File: src/rtl/sva_verdict_monitor.sv
// Verdict monitor for SVA checker results: arms on command, counts verdicts with
// saturation, timestamps the first failure and logs every failure timestamp into a FIFO.
module sva_verdict_monitor #(
  parameter int CNT_WIDTH  = 16,
  parameter int TS_WIDTH   = 16,
  parameter int LOG_DEPTH  = 4,
  parameter int FAIL_LIMIT = 1
) (
  input  logic                 gclk,
  input  logic                 grst,
  input  logic                 i_arm,
  input  logic                 i_clr,
  input  logic                 i_res_vld,
  input  logic                 i_res_succ,
  input  logic                 i_res_fail,
  input  logic                 i_res_lazy,
  output logic [1:0]           o_state,
  output logic [CNT_WIDTH-1:0] o_succ_cnt,
  output logic [CNT_WIDTH-1:0] o_fail_cnt,
  output logic [CNT_WIDTH-1:0] o_lazy_cnt,
  output logic                 o_first_fail_vld,
  output logic [TS_WIDTH-1:0]  o_first_fail_ts,
  output logic                 o_log_rd_vld,
  input  logic                 i_log_rd_rdy,
  output logic [TS_WIDTH-1:0]  o_log_rd_ts,
  output logic                 o_log_overflow
);

  localparam int AW = $clog2(LOG_DEPTH);
  localparam logic [CNT_WIDTH-1:0] CNT_MAX   = '1;
  localparam logic [CNT_WIDTH-1:0] CNT_LIMIT = CNT_WIDTH'(FAIL_LIMIT);

  typedef enum logic [1:0] {
    ST_IDLE   = 2'd0,
    ST_ARMED  = 2'd1,
    ST_FAILED = 2'd2
  } state_t;

  state_t                 r_state;
  state_t                 w_state_nxt;
  logic [TS_WIDTH-1:0]    r_ts;
  logic [CNT_WIDTH-1:0]   r_succ_cnt;
  logic [CNT_WIDTH-1:0]   r_fail_cnt;
  logic [CNT_WIDTH-1:0]   r_lazy_cnt;
  logic [CNT_WIDTH-1:0]   w_fail_nxt;
  logic                   r_first_fail_vld;
  logic [TS_WIDTH-1:0]    r_first_fail_ts;
  logic [TS_WIDTH-1:0]    r_mem [LOG_DEPTH];
  logic [AW:0]            r_wr_ptr;
  logic [AW:0]            r_rd_ptr;
  logic                   r_overflow;
  logic                   w_count;
  logic                   w_succ_inc;
  logic                   w_fail_inc;
  logic                   w_lazy_inc;
  logic                   w_empty;
  logic                   w_full;
  logic                   w_pop;
  logic                   w_push;
  logic                   w_drop;

  // A clr cycle suppresses counting; an arm cycle only matters in IDLE, where nothing counts.
  assign w_count    = (r_state != ST_IDLE) && i_res_vld && !i_clr;
  assign w_succ_inc = w_count && i_res_succ;
  assign w_fail_inc = w_count && i_res_fail;
  assign w_lazy_inc = w_count && i_res_lazy;
  assign w_fail_nxt = (w_fail_inc && r_fail_cnt != CNT_MAX) ? r_fail_cnt + 1'b1 : r_fail_cnt;

  assign w_empty = (r_wr_ptr == r_rd_ptr);
  assign w_full  = (r_wr_ptr[AW] != r_rd_ptr[AW]) && (r_wr_ptr[AW-1:0] == r_rd_ptr[AW-1:0]);
  assign w_pop   = !w_empty && i_log_rd_rdy;
  assign w_push  = w_fail_inc && (!w_full || w_pop);
  assign w_drop  = w_fail_inc && w_full && !w_pop;

  always_comb begin
    w_state_nxt = r_state;
    if (i_clr) begin
      w_state_nxt = ST_IDLE;
    end else begin
      case (r_state)
        ST_IDLE:   if (i_arm) w_state_nxt = ST_ARMED;
        ST_ARMED:  if (w_fail_inc && w_fail_nxt >= CNT_LIMIT) w_state_nxt = ST_FAILED;
        ST_FAILED: w_state_nxt = ST_FAILED;
        default:   w_state_nxt = ST_IDLE;
      endcase
    end
  end

  always_ff @(posedge gclk or posedge grst) begin
    if (grst) begin
      r_state <= ST_IDLE;
      r_ts    <= '0;
    end else begin
      r_state <= w_state_nxt;
      r_ts    <= r_ts + 1'b1;
    end
  end

  always_ff @(posedge gclk or posedge grst) begin
    if (grst) begin
      r_succ_cnt       <= '0;
      r_fail_cnt       <= '0;
      r_lazy_cnt       <= '0;
      r_first_fail_vld <= 1'b0;
      r_first_fail_ts  <= '0;
    end else if (i_clr) begin
      r_succ_cnt       <= '0;
      r_fail_cnt       <= '0;
      r_lazy_cnt       <= '0;
      r_first_fail_vld <= 1'b0;
      r_first_fail_ts  <= '0;
    end else begin
      if (w_succ_inc && r_succ_cnt != CNT_MAX) r_succ_cnt <= r_succ_cnt + 1'b1;
      if (w_lazy_inc && r_lazy_cnt != CNT_MAX) r_lazy_cnt <= r_lazy_cnt + 1'b1;
      r_fail_cnt <= w_fail_nxt;
      if (w_fail_inc && !r_first_fail_vld) begin
        r_first_fail_vld <= 1'b1;
        r_first_fail_ts  <= r_ts;
      end
    end
  end

  // Storage is cleared only by grst; clr just empties the log via the pointers.
  always_ff @(posedge gclk or posedge grst) begin
    if (grst) begin
      for (int i = 0; i < LOG_DEPTH; i++) r_mem[i] <= '0;
    end else if (w_push) begin
      r_mem[r_wr_ptr[AW-1:0]] <= r_ts;
    end
  end

  always_ff @(posedge gclk or posedge grst) begin
    if (grst) begin
      r_wr_ptr   <= '0;
      r_rd_ptr   <= '0;
      r_overflow <= 1'b0;
    end else if (i_clr) begin
      r_wr_ptr   <= '0;
      r_rd_ptr   <= '0;
      r_overflow <= 1'b0;
    end else begin
      if (w_push) r_wr_ptr <= r_wr_ptr + 1'b1;
      if (w_pop)  r_rd_ptr <= r_rd_ptr + 1'b1;
      if (w_drop) r_overflow <= 1'b1;
    end
  end

  assign o_state          = r_state;
  assign o_succ_cnt       = r_succ_cnt;
  assign o_fail_cnt       = r_fail_cnt;
  assign o_lazy_cnt       = r_lazy_cnt;
  assign o_first_fail_vld = r_first_fail_vld;
  assign o_first_fail_ts  = r_first_fail_ts;
  assign o_log_rd_vld     = !w_empty;
  assign o_log_rd_ts      = r_mem[r_rd_ptr[AW-1:0]];
  assign o_log_overflow   = r_overflow;

endmodule

File: config.mk
export PLATFORM = sky130hd
export DESIGN_NAME = sva_verdict_monitor
export DESIGN_NICKNAME = d
export VERILOG_FILES = /design/src/rtl/sva_verdict_monitor.sv
export SDC_FILE = /design/constraint.sdc
export NUM_CORES = 1
export LEC_CHECK = 0
export ABC_AREA = 1
export BUFFER_PORTS_ARGS = -buffer_cell sky130_fd_sc_hd__clkbuf_2
export CAP_MARGIN = 20
export CORE_UTILIZATION = 58
export CTS_CLUSTER_DIAMETER = 150
export DETAILED_ROUTE_END_ITERATION = 8
export PLACE_DENSITY = 0.87
export SLEW_MARGIN = 25
export SYNTH_ARGS = -nofsm -noshare
export SYNTH_HDL_FRONTEND = slang
export SYNTH_SLANG_ARGS = --single-unit
File: constraint.sdc
create_clock -name gclk -period 5.7 [get_ports gclk]
set_clock_uncertainty 0.1 [all_clocks]
set_input_delay 0.285 -clock gclk [delete_from_list [all_inputs] [get_ports gclk]]
set_output_delay 0.285 -clock gclk [all_outputs]
set_load 0.02 [all_outputs]
* Yosys cells after proc, flatten, opt, wreduce, memory -nomap -nowiden
Cells that the tools add are included.
Widths: inputs -> output; s select.
** Storage, ports and cells
- Output and inout port bits :: 85
- Register bits :: 154
- Word-level logic and storage cells :: 93
- Input bits :: 9
** Cells by class
- Add/sub/neg operators :: 6
- Muxes and demuxes :: 26
- Bitwise logic cells :: 2
- Order comparisons :: 4
- Equal/unequal tests :: 10
- Reductions and logical operators :: 31
** Operator list (number)
- $mux 16 :: 11
- $add 16x1->16 const B :: 4
- $bwmux 64 :: 1
- $ne 16x16->1 const B :: 3
- $bmux 16 s2 :: 1
- $demux 16 s2 :: 1
- $ge 16x1->1 const B :: 1
- $logic_and 1x1->1 :: 16
- $reduce_bool 2->1 :: 7
- $mux 3 :: 4
- $add 3x1->3 const B :: 2
- $ge 3x3->1 const B :: 2
- $mux 2 :: 3
- $ne 3x3->1 const B :: 2
- $not 2->3 :: 2
- $pmux 2 s3 :: 1
- $logic_not 1->1 :: 5
- $mux 1 :: 4
- $eq 3x3->1 :: 1
- $lt 3x1->1 const B :: 1
- $eq 2x1->1 const B :: 1
- $eq 2x2->1 :: 1
- $eq 2x2->1 const B :: 1
- $logic_not 2->1 :: 1
- other kinds (3) :: 3

* Depth between registers and ports, before layout
Gate-level depths: netlist of run 1.
- Word-level depth :: 11
- Gate-level depth with buffers :: 19
- Gate-level depth less buffers :: 18

* Worst setup path before layout of run 1
No wires, ideal clock.
- Path kind :: register -> register
- Start point :: register r_state[0], in the netlist o_state[0]
- End point :: register r_state[0], in the netlist o_state[0]
- Arrival :: 2.016 ns
- Cell stages (with the launch flop) :: 19
- Library setup time :: 0.117 ns
- Path buffers :: 2
- Path slack :: 3.467 ns
- Required time :: 5.483 ns
- Clock period less this slack :: 2.233 ns
- Path through :: dfrtp_1 > inv_1 > ha_1 > inv_1 > nand3_4 > nor2_4 > buf_6 > nand2_4 > buf_6 > nand2_1 > nand2_1 > nor2_2 > nand3_2 > nor2_1 > nand2_1 > nand2_1 > nand2_2 > nand3_1 > nand2_1
** On the way
- Cells in the longest elaborated chain, start to end :: 10
- Elaborated cells between the ends (all ways) :: 16
- Those cells by class :: order compare: 1; eq/ne: 4; mux: 3; reduce/logical: 8
** Ends and longest elaborated chain
- from (decl) :: RTL line 39 : state_t r_state;
- from (signal assigned) :: RTL line 94 : r_state <= w_state_nxt;
- $reduce_bool 2->1 :: RTL line 63 : assign w_count = (r_state != ST_IDLE) && i_res_vld && !i_clr;
- $logic_and 1x1->1 (2 in series) :: RTL line 63
- $logic_and 1x1->1 :: RTL line 65 : assign w_fail_inc = w_count && i_res_fail;
- $logic_and 1x1->1 :: RTL line 67 : assign w_fail_nxt = (w_fail_inc && r_fail_cnt != CNT_MAX) ? r_fail_cnt + 1'b1 : r_fail_cnt;
- $mux 16 :: RTL line 67
- $ge 16x1->1 :: RTL line 82 : ST_ARMED: if (w_fail_inc && w_fail_nxt >= CNT_LIMIT) w_state_nxt = ST_FAILED;
- $logic_and 1x1->1 :: RTL line 82
- $ne 3x3->1 (no source line)
- $reduce_and 2->1 (no source line)
Several ways; a longest one is shown, not always the timed one.
A chain may end at the register's enable or synchronous reset.

* Worst setup path after layout of run 1
- Start point :: register r_rd_ptr[0]
- End point :: register r_wr_ptr[2]
** On the way
- Cells in the longest elaborated chain, start to end :: 6
- Elaborated cells between the ends (all ways) :: 9
- Those cells by class :: eq/ne: 2; reduce/logical: 7
** Ends and longest elaborated chain
- from (decl) :: RTL line 50 : logic [AW:0] r_rd_ptr;
- from (signal assigned) :: RTL line 143 : if (w_pop) r_rd_ptr <= r_rd_ptr + 1'b1;
- $eq 3x3->1 or $eq 2x2->1 (tied branches) :: RTL line 69, 70
- $logic_not 1->1 or $logic_and 1x1->1 (tied branches) :: RTL line 71, 70
- $logic_and 1x1->1 or $logic_not 1->1 (tied branches) :: RTL line 71, 72
- $logic_or 1x1->1 * :: RTL line 72 : assign w_push = w_fail_inc && (!w_full || w_pop);
- $logic_and 1x1->1 * :: RTL line 72
- $reduce_bool 2->1 (no source line) *
- to (signal assigned) :: RTL line 142 : if (w_push) r_wr_ptr <= r_wr_ptr + 1'b1;
- to (decl) :: RTL line 49 : logic [AW:0] r_wr_ptr;
Every way passes the cells marked *; elsewhere a longest branch is shown, timed or not.

==> impl_metrics.tcl, run 1 <==
set metrics [dict create \
    syn-num-nets 933 \
    worst-path-stages 9 \
    cpPeakStageDelay_ns 0.69 \
    layout_setup_ws_ns 2.63 \
    start_util_pct 59.8 \
    holdPathStages 4 \
    finalCriticalPeriod_ns 3.07 \
    maxCapViolCount 0 \
    drt-vias-per-instance 5.56 \
    overflow 0 \
    ys_seq_area_share_pct 50.7 \
    cts_tree "done" \
    slew_headroom_pct 32.7 \
    root_buffer "clkbuf_16" \
    syn-cell-area_um2 7600 \
    irDropWorstVdd_v 0.000257 \
    io_pins 94 \
    grt_use_total_pct 27.2 \
    synth_cell_types 41 \
    fin_tns_setup_ns 0 \
    critPathMaxFanout 45 \
    setup_viol 0 \
    met1_usage_pct 37.6 \
    drtPass1Iterations 5 \
    routedWlPerCell_um 14.6 \
    critPathTopFamily "simple AND/OR/NAND/NOR gates" \
    synth_edf_count 0 \
    final_nets 1014 \
    portBuffers 93 \
    rr_worst_depth 9 \
    cts_post_setup_buffers_inserted 0 \
    cts_buffers 17 \
    grt_pass1_vias 5998 \
    crit_path_cell_trace "inv_2, nor2_1, nor3_1, nand2_1, nand2_1, inv_1, nand2_2, o21ai_0, a21oi_1" \
    clock_latency_ns 0.42 \
    fmax_mhz 326 \
    vias 6552 \
    hold_class "in -> reg" \
    grt_pass1_wl_mm 28.5 \
    avgSynthCellArea_um2 8.34 \
    worstPathArrival_ns 3.31 \
    layout.cells.most_common "nand2_1" \
    grt.met2_usage_pct 42.5 \
    grt_max_degree 95 \
    synthArstFlopShare_pct 100 \
    start_kind "register" \
    rsz0062_at_grt "no" \
    busiest_layer "met2" \
    dieArea_um2 13600 \
    placementRows 41 \
    die_w_um 117 \
    critPathBufInv 2 \
    antenna_cells 0 \
    crit_top_cell "nand2_1" \
    cts_resized 0 \
    worst_slew_pin_slew_ns 1.01 \
    p_leak_uw 0.00417 \
    hold_viol 0 \
    endpoint_kind "register" \
    drive_gt1_share_pct 16.2 \
    clock_path_buffers 2 \
    postRouteAntennaNets 0 \
    path_clk_slew_ns 0.06 \
    syn_inst 912 \
    yosysTopAreaCellShare_pct 50.7 \
    drt_iter0_markers 704 \
    area_growth_syn_to_layout_pct 15.7 \
    grt_util_met3_pct 4.98 \
    cts_hold_buf 1 \
    yosysTopAreaCell "dfrtp_1" \
    place_congestion 0.898 \
    drv_slew 0 \
    cts-htree-levels 4 \
    finalWirelength_mm 17.2 \
    drc_errors 0 \
    status "completed" \
    yosys_warnings 0 \
    synthTopCellsByArea "dfrtp_1 (51%), nand2_1 (9.7%), o21ai_0 (7.4%)" \
    critical_path_class "reg -> reg" \
    cts.sinks 154 \
    dpl_worst_slack_ns 2.41 \
    yosys_register_bits 154 \
    coreArea_um2 12700 \
    final_cell_mix "nand2_1 (195), dfrtp_1 (154), o21ai_0 (113), clkbuf_2 (93), inv_1 (91)" \
    post-route-period-util_pct 53.9 \
    antenna_found_initial 0 \
    synth_ff_type "dfrtp_1" \
    hpwl_mm 11.5 \
    required_ns 5.94 \
    slowest_stage "dfrtp_1" \
    p_per_area_nw_per_um2 374 \
    die_height_um 117 \
]
## Yosys cell counts (3+ instances only)
master    count
dfrtp_1     154
nand2_1     196
xor2_1       19
buf_1         3
inv_2         5
buf_6         4
ha_1         12
nor2_4        3
nand4_1      11
nor2_1       83
nor3_1       20
o22ai_1       6
nand2_2      11
nand3_1      42
inv_1        92
o21a_1       38
a21oi_1      39
o21ai_0     113
buf_2         4
clkbuf_1     23
nor2_2        5
## logic make-up after synthesis
| family | Yosys count | synth area share (%) |
|---|---|---|
| AOI/OAI and AO/OA | 209 | 15.6 |
| buffers and inverters | 134 | 7.17 |
| adders and majority gates | 12 | 1.97 |
| xor gates and xnor gates | 21 | 2.42 |
| DFF | 154 | 50.7 |
| and+or+nand+nor | 382 | 22.2 |
## flip-flops by register name (all words and copies together), names as in the netlist
signal	flops
r_rd_ptr	3
o_first_fail_ts	16
r_wr_ptr	3
o_succ_cnt	16
o_first_fail_vld	1
o_state	2
o_lazy_cnt	16
o_fail_cnt	16
r_mem	64
r_ts	16
o_log_overflow	1
## cell type report
class                   count  area (um^2)
clock inverters             6          108
repair buffers             96          490
inverters                 100          388
clock buffers              26          519
fillers                  1007         3930
multi-input cells         624         3220
well taps                 172          215
flip-flops and latches    154         3850
## stage by stage
stage	power, uW	instance area (um^2)	instances	hold WS [ns]	util [%]
global placement	2090	8150	1145	0.356	64.0
CTS	3300	8790	1178	0.0669	69.1
finish	3290	8800	1178	0.0802	69.1
global route	3450	8800	1178	0.141	69.1
detailed placement	2120	8150	1145	0.368	64.1
floorplan	1870	7600	912	0.342	-
## tightest hold or removal path, stage by stage
cell and delay, ns:
clkbuf_2 0.09, nor2_1 0.04, nand2_1 0.07, o21ai_0 0.07
## final timing paths
kind	start	to	slack, ns
max in group asynchronous	grst	r_ts[6]	3.72
setup reg to reg	r_rd_ptr[0]	r_wr_ptr[2]	2.63
hold / removal	i_log_rd_rdy	o_log_overflow	0.08
setup / recovery	r_rd_ptr[0]	r_wr_ptr[2]	2.63
hold reg to reg	r_mem[3]	r_mem[3]	0.38
min in group asynchronous	grst	r_ts[14]	0.50
## metal layers
layer / part of all wire, % / wire length, um
met5: 0 / 0
met3: 5.4 / 928
met1: 45 / 7650
met2: 47 / 8130
met4: 2.5 / 435
## report_power, final
part           switching [uW]  internal [uW]  total, uW
sequential                104           1230       1330
clock                     426            758       1180
combinational             505            267        772
No activity file was read; power rests on OpenSTA's default activity.
==> run 2: changes to the inputs <==
==> constraint.sdc (replaced) <==
create_clock -name gclk -period 3.21 [get_ports gclk]
set_clock_uncertainty 0.1 [all_clocks]
set_input_delay 0.1605 -clock gclk [delete_from_list [all_inputs] [get_ports gclk]]
set_output_delay 0.1605 -clock gclk [all_outputs]
set_load 0.02 [all_outputs]
==> run 2 against run 1 <==
Flip-flop and latch count did not move; final cell count up 0.85%; clock-buffer cell count up 2; die area did not move; first-iteration DRC count down 19%; routed wire length up 4.1%; design area grew 0.58%; setup slack worse by 2.0 ns; register-to-register slack got worse by 1.9 ns; clock power is 64% higher; critical endpoint is now o_log_rd_ts[8]; largest cell class unchanged; largest power group unchanged.
==> impl_metrics.tcl, run 2 (synthesis gave the netlist of run 1 again) <==
set metrics [dict create \
    status "completed" \
    slowest_stage "dfrtp_1" \
    maxCapViolCount 0 \
    p_leak_uw 0.00421 \
    crit_top_cell "o21ai_0" \
    cts_tree "done" \
    cpPeakStageDelay_ns 0.58 \
    portBuffers 93 \
    hpwl_mm 11.9 \
    p_switching_uw 1810 \
    start_kind "register" \
    coreArea_um2 12700 \
    p_int_uw 3890 \
    place_congestion 0.889 \
    largest_reg_flops 64 \
    hold_class "in -> reg" \
    antenna_found_initial 0 \
    grt_max_degree 66 \
    crit_path_cell_trace "clkinv_1, buf_4, a21oi_1, o21ai_0, o21ai_0, clkbuf_2" \
    grt_pass1_wl_mm 29.9 \
    place_inst 1156 \
    endpoint_kind "primary output" \
    clock_latency_ns 0.43 \
    multiInputGateArea_um2 3210 \
    final_cell_count_no_fill 1188 \
    post-route-period-util_pct 81.6 \
    root_buffer "clkbuf_16" \
    final-seq-area_um2 3850 \
    cts_resized 0 \
    cts_buffers 17 \
    io_pins 94 \
    p_seq_share_pct 41.4 \
    hold_slack_ns 0.0275 \
    setup_viol 0 \
    drive_gt1_share_pct 16.7 \
    top_register "r_mem" \
    critPathMaxFanout 17 \
    die_height_um 117 \
    dieArea_um2 13600 \
    slew_headroom_pct 38.8 \
    finalWirelength_mm 17.9 \
    post-route-util_pct 69.6 \
    critPathTopFamily "buffers and inverters" \
    drt-vias-per-instance 5.60 \
    overflow 0 \
    start_util_pct 59.8 \
    fmax_mhz 382 \
    area_growth_syn_to_layout_pct 16.4 \
    dpl_worst_slack_ns 0.792 \
    drt_iter0_markers 572 \
    p_per_area_nw_per_um2 644 \
    drc_errors 0 \
    fillers 1052 \
    routedWlPerCell_um 15.0 \
    cts_post_setup_buffers_inserted 0 \
    final_nets 1027 \
    fin_tns_setup_ns 0 \
    finalCriticalPeriod_ns 2.62 \
    rsz0062_at_grt "no" \
    worstPathArrival_ns 2.36 \
    switching_share_pct 31.8 \
    clock_path_buffers 2 \
    placementRows 41 \
    path_clk_slew_ns 0.06 \
    worst_slew_pin_slew_ns 0.916 \
    antenna_cells 0 \
    cts-htree-levels 4 \
    combPwrFrac_pct 24.7 \
    p_clk_share_pct 33.9 \
    postRouteAntennaNets 0 \
    die_w_um 117 \
    layout.cells.most_common "nand2_1" \
    final_cell_mix "nand2_1 (196), dfrtp_1 (154), o21ai_0 (113), clkbuf_2 (93), inv_1 (91)" \
    vias 6654 \
    critPathBufInv 3 \
    critical_path_class "reg -> out" \
    grt_pass1_vias 6261 \
    required_ns 2.95 \
    drtPass1Iterations 5 \
    grt_use_total_pct 28.8 \
    cts_hold_buf 2 \
    cts.sinks 154 \
    layout_setup_ws_ns 0.591 \
    drv_slew 0 \
    irDropWorstVdd_v 0.000391 \
    hold_viol 0 \
]
==> run 2: power groups by stage <==
stage               combinational [uW]  clock (uW)  sequential, uW
CTS                               1410        1960            2350
global route                      1560        2040            2390
finish                            1400        1930            2360
floorplan                          954           0            2370
detailed placement                1380           0            2390
global placement                  1360           0            2370
==> run 2: area by class of cell <==
class                      instances  share of cell area [%]
timing repair buffer             109                    6.96
tap                              172                    2.43
sequential                       154                    43.6
clock buffer                      28                    6.07
inverter                         100                    4.37
multi-input combinational        624                    36.3
clock inverter                     1                   0.339
==> run 2: path summary, 6_finish.rpt <==
check | slack [ns] | endpoint | start | cells past startpoint
min in group asynchronous | 0.22 | o_fail_cnt[4] | grst | 3
max reg2reg | 0.77 | o_first_fail_ts[14] | o_state[0] | 7
min reg2reg | 0.37 | r_ts[14] | r_ts[14] | 1
max | 0.59 | o_log_rd_ts[8] | r_rd_ptr[1] | 6
min | 0.03 | o_state[0] | i_arm | 5
max in group asynchronous | 1.98 | r_mem[52] | grst | 5
==> run 2: worst reg2reg max path: stages (launching register included) <==
cell and delay (ns):
dfrtp_1 0.39, inv_1 0.08, ha_1 0.22, inv_1 0.13
nand3_4 0.10, nor2_4 0.26, nand2_1 0.61, o21ai_0 0.45
==> run 2: metal layers <==
| metal | GRT usage [%] | wire, um | share of wire, % | vias to the layer above |
|---|---|---|---|---|
| li1 | - | - | - | 3176 |
| met4 | 9.74 | 308 | 1.7 | 0 |
| met3 | 5.24 | 799 | 4.5 | 29 |
| met2 | 47.7 | 8720 | 49 | 186 |
| met1 | 38.6 | 8030 | 45 | 3263 |
| met5 | 0 | 0 | 0 | - |
==> run 2: through the flow <==
stage               power, uW  cell area (um^2)
finish                   5700              8850
global route             5990              8850
CTS                      5720              8830
detailed placement       3770              8240
global placement         3730              8240
floorplan                3330              7610
==> run 3: changes to the inputs <==
--- a/config.mk
+++ b/config.mk
@@ -5,13 +5,13 @@
 export SDC_FILE = /design/constraint.sdc
 export NUM_CORES = 1
 export LEC_CHECK = 0
-export ABC_AREA = 1
+export ABC_AREA = 0
 export BUFFER_PORTS_ARGS = -buffer_cell sky130_fd_sc_hd__clkbuf_2
 export CAP_MARGIN = 20
-export CORE_UTILIZATION = 58
+export CORE_UTILIZATION = 53
 export CTS_CLUSTER_DIAMETER = 150
 export DETAILED_ROUTE_END_ITERATION = 8
-export PLACE_DENSITY = 0.87
+export PLACE_DENSITY = 0.84
 export SLEW_MARGIN = 25
 export SYNTH_ARGS = -nofsm -noshare
 export SYNTH_HDL_FRONTEND = slang
==> constraint.sdc (replaced) <==
create_clock -name gclk -period 2.3 [get_ports gclk]
set_clock_uncertainty 0.1 [all_clocks]
set_input_delay 0.115 -clock gclk [delete_from_list [all_inputs] [get_ports gclk]]
set_output_delay 0.115 -clock gclk [all_outputs]
set_load 0.02 [all_outputs]
==> run 3 against run 2 <==
Clock power rose by 49%; utilization increased by 0.20 points; sequential power rose by 22%; critical endpoint is now o_state[0]; first-iteration DRC count is 11% lower; the flow now finishes with violations (setup timing); design area is 6.1% higher; sequential share of layout area fell by 2.4 points; area after synthesis shrank 2.1%; final cell count decreased by 16%; critical path type is now reg -> reg.
==> impl_metrics.tcl, run 3 <==
set metrics [dict create \
    drt_iter0_markers 508 \
    hold_class "in -> reg" \
    hold_slack_ns 0.194 \
    antenna_cells 0 \
    critPathTopFamily "simple AND/OR/NAND/NOR gates" \
    final-seq-area_um2 3860 \
    critPathBufInv 1 \
    maxCapViolCount 0 \
    grt_max_degree 155 \
    clock_path_buffers 2 \
    final_cell_count_no_fill 1002 \
    required_ns 2.52 \
    postRouteAntennaNets 0 \
    cpPeakStageDelay_ns 0.45 \
    grt_pass1_wl_mm 29.1 \
    crit_path_cell_trace "inv_2, ha_4, nand4bb_4, or4_4, and4bb_2, mux2i_4, or4_4, o211ai_1" \
    coreArea_um2 13500 \
    fmax_mhz 396 \
    drtPass1Iterations 5 \
    place_inst 964 \
    drv_slew 0 \
    largest_reg_flops 64 \
    syn-num-nets 688 \
    synth_edf_count 0 \
    routedWlPerCell_um 17.7 \
    rr_endpoint "o_state[0]" \
    ys_seq_area_share_pct 51.8 \
    setup_viol 3 \
    vias 5767 \
    irDropWorstVdd_v 0.000520 \
    synth_ff_type "dfrtp_1" \
    antenna_found_initial 0 \
    cts-htree-levels 4 \
    io_pins 94 \
    p_leak_uw 0.00444 \
    final_cell_mix "dfrtp_1 (146), clkbuf_2 (93), buf_4 (68), mux2_2 (63), nand2_1 (55)" \
    power_uw 6780 \
    finalCriticalPeriod_ns 2.52 \
    slowest_stage "or4_4" \
    layout.cells.most_common "dfrtp_1" \
    final_nets 836 \
    synth_cell_types 49 \
    multiInputGateArea_um2 3550 \
    status "finished with violations" \
    yosys_warnings 0 \
    portBuffers 93 \
    crit_top_cell "or4_4" \
    p_per_area_nw_per_um2 723 \
    fillers 987 \
    avgSynthCellArea_um2 11.2 \
    finalWirelength_mm 17.8 \
    cts_buffers 17 \
    post-route-util_pct 69.8 \
    dieArea_um2 14500 \
    drive_gt1_share_pct 37.5 \
    worstPathArrival_ns 2.75 \
    root_buffer "clkbuf_16" \
    yosysMostFrequentCell "dfrtp_1" \
    layout_setup_ws_ns -0.225 \
    netlist_top_cells_count "dfrtp_1 (154), mux2_2 (63), nand2_1 (58)" \
    worst-path-stages 8 \
    crit_path_end "o_state[0]" \
    start_util_pct 55.3 \
    die_w_um 121 \
    fin_tns_setup_ns -0.508 \
    yosys_register_bits 154 \
    r2r-start "o_state[0]" \
    slew_headroom_pct 46.1 \
    drc_errors 0 \
    place_congestion 0.878 \
    critical_path_class "reg -> reg" \
    cp-startpoint "o_state[0]" \
    synthTopCellsByArea "dfrtp_1 (52%), mux2_2 (9.5%), mux4_2 (4.8%)" \
    die_height_um 121 \
    rsz0062_at_grt "yes" \
    cts_tree "done" \
    top_register "r_mem" \
    post-route-period-util_pct 110 \
    placementRows 42 \
    start_kind "register" \
    hold_viol 0 \
    hpwl_mm 11.6 \
    synthArstFlopShare_pct 100 \
    grt_use_total_pct 25.8 \
    overflow 0 \
    clock_latency_ns 0.43 \
    endpoint_kind "register" \
    yosysTopAreaCellShare_pct 51.8 \
    syn-cell-area_um2 7440 \
    cts.sinks 154 \
    worst_slew_pin_slew_ns 0.809 \
    area_growth_syn_to_layout_pct 26.1 \
    rrSetupSlack_ns -0.22 \
    yosysTopAreaCell "dfrtp_1" \
    drt-vias-per-instance 5.76 \
    path_clk_slew_ns 0.06 \
    violations "setup timing" \
    grt_pass1_vias 5882 \
    rr_worst_depth 8 \
    syn_inst 667 \
    critPathMaxFanout 4 \
]
[run 3: worst min-delay path by stage]
stage | start | end | slack [ns] | cells after the start
global placement | i_log_rd_rdy | r_rd_ptr[1] | 0.29 | 3
floorplan | i_log_rd_rdy | r_rd_ptr[1] | 0.16 | 2
detailed placement | i_log_rd_rdy | r_rd_ptr[1] | 0.30 | 3
global route | i_res_lazy | o_lazy_cnt[10] | 0.22 | 6
finish | i_res_lazy | o_lazy_cnt[10] | 0.19 | 6
CTS | i_clr | o_fail_cnt[12] | 0.20 | 4
[run 3: repair_timing]
| item | in CTS | in global routing |
|---|---|---|
| pin swaps | 6 | 5 |
| hold endpoints to repair | 157 | 0 |
| resized for setup | 10 | 9 |
| cloned | 0 | 0 |
| setup endpoints to repair | 5 | 74 |
| hold buffers | 2 | 0 |
| buffers inserted | 3 | 3 |
[run 3: worst reg2reg max path, stage by stage (launching register included)]
cell and delay, ns:
dfrtp_2 0.36, inv_2 0.05, ha_4 0.15, nand4bb_4 0.23, or4_4 0.45, and4bb_2 0.37, mux2i_4 0.09, or4_4 0.43
o211ai_1 0.20
[run 3: stage by stage]
step / setup slack [ns] / cell area (um^2)
6_report: -0.225 / 9380
5_1_grt: -0.293 / 9380
4_1_cts: -0.237 / 9320
3_5_place_dp: -0.393 / 8620
3_3_place_gp: -0.281 / 8620
2_1_floorplan: -0.356 / 7550
[run 3: layout make-up]
cell class,count,share of cell area (%)
Timing Repair Buffer,168,11.7
Tap cell,176,2.35
Sequential cell,154,41.2
Inverter,12,0.520
Clock inverter,7,1.23
Multi-Input combinational cell,462,37.9
Clock buffer,23,5.20
[run 3: logic make-up (layout without fill, tap and decap cells)]
group,after synthesis,after routing,share of synthesized area [%]
DFF,154,154,51.8
buffers and inverters,51,210,2.71
muxes,81,81,14.6
xor gates and xnor gates,54,54,6.35
AOI/OAI and AO/OA,76,76,5.95
and+or+nand+nor,239,239,16.6
adders and majority gates,12,12,2.02
[run 3: metal layers]
metal / share of wire [%] / wire length [um] / track usage, %
met1: 43 / 7680 / 32.8
met2: 51 / 9000 / 44.2
met3: 4.6 / 825 / 5.28
met4: 1.5 / 263 / 8.64
met5: 0 / 0 / 0
[run 3: report_power, final]
group | switching, uW | internal, uW
clock | 1060 | 1810
sequential | 69.4 | 2820
combinational | 565 | 458
total | 1700 | 5090
